### config.mk
export PLATFORM = sky130hd
export DESIGN_NAME = calc_display_rx
export DESIGN_NICKNAME = d
export VERILOG_FILES = /design/src/rtl/calc_display_rx.sv
export SDC_FILE = /design/constraint.sdc
export NUM_CORES = 1
export LEC_CHECK = 0
export CAP_MARGIN = 20
export CORE_MARGIN = 2
export CORE_UTILIZATION = 55
export DETAILED_ROUTE_END_ITERATION = 10
export PLACE_DENSITY = 0.78
export SLEW_MARGIN = 40
export SYNTH_ARGS = -nofsm -noshare
export SYNTH_HDL_FRONTEND = slang
export SYNTH_SLANG_ARGS = --single-unit
### constraint.sdc
create_clock -name clock -period 6.3 [get_ports clock]
set_input_delay 1.26 -clock clock [delete_from_list [all_inputs] [get_ports clock]]
set_output_delay 1.26 -clock clock [all_outputs]
set_load 0.01 [all_outputs]
### src/rtl/calc_display_rx.sv
// Receiver for the calculator digit stream: captures BCD digits into a shadow buffer,
// commits whole 8-digit frames atomically and scans them onto a common-anode 7-segment display.
module calc_display_rx #(
    parameter int DATA_LAG      = 1,
    parameter int REFRESH_DIV   = 50000,
    parameter int BLANK_LEADING = 1
) (
    input  logic       clock,
    input  logic       reset,
    input  logic [1:0] status,
    input  logic [3:0] data,
    input  logic [3:0] pos,
    output logic [6:0] seg,
    output logic [7:0] an,
    output logic       frame_valid,
    output logic       err
);

    localparam int            PW       = (REFRESH_DIV > 2) ? $clog2(REFRESH_DIV) : 1;
    localparam logic [PW-1:0] PRE_LAST = PW'(REFRESH_DIV - 1);

    localparam logic [6:0] SEG_BLANK = 7'b1111111;
    localparam logic [6:0] SEG_DASH  = 7'b0111111;
    localparam logic [6:0] SEG_E     = 7'b0000110;
    localparam logic [6:0] SEG_R     = 7'b0101111;
    localparam logic [6:0] SEG_O     = 7'b0100011;

    function automatic logic [6:0] seg_code(input logic [3:0] d);
        case (d)
            4'd0:    seg_code = 7'b1000000;
            4'd1:    seg_code = 7'b1111001;
            4'd2:    seg_code = 7'b0100100;
            4'd3:    seg_code = 7'b0110000;
            4'd4:    seg_code = 7'b0011001;
            4'd5:    seg_code = 7'b0010010;
            4'd6:    seg_code = 7'b0000010;
            4'd7:    seg_code = 7'b1111000;
            4'd8:    seg_code = 7'b0000000;
            4'd9:    seg_code = 7'b0010000;
            default: seg_code = SEG_DASH;
        endcase
    endfunction

    logic       cap_en_now;
    logic       cap_en;
    logic [3:0] cap_pos;
    logic       wr;
    logic       commit;

    // Both busy and error states carry stream digits.
    assign cap_en_now = (status == 2'b01) || (status == 2'b00);

    generate
        if (DATA_LAG != 0) begin : g_lag
            logic       en_q;
            logic [3:0] pos_q;
            always_ff @(posedge clock or negedge reset) begin
                if (!reset) begin
                    en_q  <= 1'b0;
                    pos_q <= 4'd0;
                end else begin
                    en_q  <= cap_en_now;
                    pos_q <= pos;
                end
            end
            assign cap_en  = en_q;
            assign cap_pos = pos_q;
        end else begin : g_nolag
            assign cap_en  = cap_en_now;
            assign cap_pos = pos;
        end
    endgenerate

    assign wr     = cap_en && !cap_pos[3];
    assign commit = wr && (cap_pos[2:0] == 3'd7);

    logic [3:0] shadow [8];
    logic [3:0] active [8];

    // Index 7 closes a frame: it reaches active directly alongside the older shadow digits.
    always_ff @(posedge clock or negedge reset) begin
        if (!reset) begin
            for (int i = 0; i < 8; i++) begin
                shadow[i] <= 4'd0;
                active[i] <= 4'd0;
            end
            frame_valid <= 1'b0;
        end else begin
            frame_valid <= commit;
            if (wr) begin
                shadow[cap_pos[2:0]] <= data;
            end
            if (commit) begin
                for (int i = 0; i < 7; i++) begin
                    active[i] <= shadow[i];
                end
                active[7] <= data;
            end
        end
    end

    always_ff @(posedge clock or negedge reset) begin
        if (!reset) begin
            err <= 1'b0;
        end else if (status == 2'b00) begin
            err <= 1'b1;
        end
    end

    logic [PW-1:0] prescale;
    logic [2:0]    scan;

    always_ff @(posedge clock or negedge reset) begin
        if (!reset) begin
            prescale <= '0;
            scan     <= 3'd0;
        end else if (prescale == PRE_LAST) begin
            prescale <= '0;
            scan     <= scan + 3'd1;
        end else begin
            prescale <= prescale + PW'(1);
        end
    end

    logic [7:0] nz;
    logic [7:0] lead_blank;
    logic [6:0] disp_seg;

    // A digit is a leading zero when it and every more significant digit are zero.
    always_comb begin
        nz         = 8'd0;
        lead_blank = 8'd0;
        for (int i = 0; i < 8; i++) begin
            nz[i] = (active[i] != 4'd0);
        end
        for (int i = 1; i < 8; i++) begin
            lead_blank[i] = (BLANK_LEADING != 0) && ((nz >> i) == 8'd0);
        end
    end

    always_comb begin
        disp_seg = SEG_BLANK;
        if (err) begin
            case (scan)
                3'd3:       disp_seg = SEG_E;
                3'd2, 3'd1: disp_seg = SEG_R;
                3'd0:       disp_seg = SEG_O;
                default:    disp_seg = SEG_BLANK;
            endcase
        end else if (!lead_blank[scan]) begin
            disp_seg = seg_code(active[scan]);
        end
    end

    always_ff @(posedge clock or negedge reset) begin
        if (!reset) begin
            seg <= SEG_BLANK;
            an  <= 8'hFF;
        end else begin
            seg <= disp_seg;
            an  <= ~(8'b1 << scan);
        end
    end

endmodule

==> flow_summary.ini <==
[critical_path]
crit_chain = clkdlybuf4s50_1
cp_slowest_cell = clkdlybuf4s50_1
worstPathArrival_ns = 1.48
startpoint_type = flop
max_stage_delay_ns = 0.60
cp_data_required_time_ns = 5.04
crit_buf_inv = 1
path_delay_family = buffers and inverters
endpoint_kind = output pin
critPathMaxFanout = 7
path_class = reg -> out

[detailed_routing]
wl_per_cell_um = 16.3
first_iter_violations = 130
postRouteAntennaNets = 0
drt_drc_violations_left = 0
wirelength_mm = 7.53
via_per_inst = 5.51
vias = 2542
firstDrtPassIters = 4

[yosys]
async_flop_share_pct = 100
syn_avg_cell_area_um2 = 13.7
ys_seq_area_share_pct = 57.7
yosysUniqueCellTypes = 40
syn-num-nets = 345
ys_ff_latch = 101
synthFlopType = dfrtp_1
syn_inst = 321
syn_area_mm2 = 0.00441
yosys_warnings = 0
synth-edff-count = 0

[timing]
finalSetupViolCount = 0
slew-limit-headroom_pct = 46.6
fin_setup_tns_ns = 0
min_period_ns = 2.74
hold_slack_ns = 0.492
rsz0062_at_grt = false
finalClockSkew_ns = 0.0150
fmax_ghz = 0.365
period_share_pct = 43.5
slew_violations = 0
tightest_slew_ns = 0.794
hold_viol_final = 0

[global_routing]
antenna_found_initial = 0
overflow = 0
grt_pass1_wl_mm = 13.0
grt_max_degree = 65
grt_pass1_vias = 2602
grt_usage_pct = 19.3

[cts]
cts_setup_buffers = 0
path_clk_slew_ns = 0.10
clock-sinks = 101
cts_buffers = 9
cts_root_buf = clkbuf_8
cts_tree = built
cts_resized = 0
worstSkewPairLatency_ns = 0.36
htreeDepth = 3
holdBufCountCts = 0
cts_buffer_depth = 2

[placement]
io_buffers = 28
placedCellCount = 446
dpl.hpwl_mm = 5.45
place_congestion = 0.819

[power_and_ir_drop]
p_clk_share_pct = 27.4
power_switching_share_pct = 27.1
combPwrFrac_pct = 16.3
ir_worst_vdd_mv = 0.178
intPower_w = 0.00108
net-switching-power_w = 0.000401
power_w = 0.00148
seq_power_share_pct = 56.4
p_leak_nw = 2.16
powerDensity_mw_per_mm2 = 296

[die]
std_cell_rows = 32
start_util_pct = 56.8
core_region_area_mm2 = 0.00777
die_w_um = 93.6
ios = 29
chipHeight_um = 93.6
die_area_mm2 = 0.00875

[layout]
syn_to_final_growth_pct = 13.2
antenna_cells = 0
finalNonFillerCells = 461
layout.nets = 379
final_core_util_pct = 64.3
layout-drive-gt1-share_pct = 19.2

[worst_hold_path]
worstHoldPathType = reg -> reg

[run_status]
outcome = complete, no violations

[run]
drv_cap = 0
flip-flops by register name, summed over array words and instances, names as in the netlist:
name / flops
active: 32
an: 8
cap_en: 1
cap_pos: 4
err: 1
frame_valid: 1
prescale: 16
scan: 3
seg: 7
shadow: 28
cells in the mapped netlist (all sizes together) (6+ instances only):
library cell,instances,share of area [%]
a21oi,9,1.1
buf,8,1.2
dfrtp,86,49
dfstp,15,8.9
ha,12,3.4
inv,11,0.94
mux2,60,15
mux2i,6,1.9
mux4,8,4.1
nand2,18,1.5
nand3,9,1.0
nor2,20,1.7
nor4,7,1.1
o21ai,8,0.91
xnor2,7,1.4
xor2,8,1.6
placed cells by master (no fill, tap or decap), drive strengths merged, types with 2 or more instances in the layout:
master,n
nor2,20
o21ai,8
a21boi,3
a21oi,9
nand3,9
mux4,8
or4,2
dfrtp,86
nand2b,2
mux2,60
nor2b,2
ha,12
nor4,7
nand3b,3
nor3,2
xor2,8
nand4,3
inv,12
nand2,18
dfstp,15
nor3b,3
buf,4
clkbuf,10
mux2i,6
clkinv,2
xnor2,7
clkdlybuf4s50,27
o211ai,2
per-layer routing:
metal / wire length [µm] / GRT usage (%) / part of all wire, %
met2: 3600 / 29.7 / 48
met1: 3530 / 27.6 / 47
met3: 291 / 3.30 / 3.9
met4: 108 / 7.85 / 1.4
met5: 0 / 0 / 0
logic make-up (layout without fill, tap and decap cells):
kind of cell | Yosys count | in the layout | synth area share (%)
adder cells (fa/ha/maj) | 12 | 12 | 3.40
flip-flops | 101 | 101 | 57.7
buffers and inverters | 19 | 57 | 2.18
AND/OR/NAND/NOR | 74 | 74 | 8.45
AO/OA/AOI/OAI | 26 | 26 | 3.94
multiplexers | 74 | 74 | 21.3
XOR/XNOR | 15 | 15 | 2.98
through the flow:
step	setup slack [ns]	instance area, µm²
floorplan	4.14	4410
global placement	3.64	4790
detailed placement	3.55	4790
CTS	3.55	4980
global route	3.51	4990
finish	3.56	4990
layout make-up:
class | instances | area [µm²]
inverter | 11 | 41.3
fill | 604 | 2780
clock buffer | 10 | 138
tap | 102 | 128
timing repair buffer | 31 | 304
clock inverter | 5 | 60.1
multi-input combinational | 201 | 1780
sequential | 101 | 2550
final timing paths:
path                            start      endpoint  slack (ns)  cells past startpoint
hold reg to reg            shadow[16]    shadow[16]        0.49                      1
setup reg to reg              scan[2]        seg[2]        3.79                      5
hold / removal             shadow[16]    shadow[16]        0.49                      1
max in group asynchronous       reset     active[7]        4.56                      2
min in group asynchronous       reset  prescale[13]        0.83                      1
setup / recovery                  err           err        3.56                      1
power by group through the flow:
stage | Combinational (W) | Clock, W | Sequential [W]
floorplan | 0.000189 | 0 | 0.000809
global placement | 0.000229 | 0 | 0.000842
global route | 0.000268 | 0.000442 | 0.000850
detailed placement | 0.000240 | 0 | 0.000846
finish | 0.000241 | 0.000405 | 0.000834
CTS | 0.000241 | 0.000416 | 0.000833
Note: power is estimated with default switching activity, not from simulation.
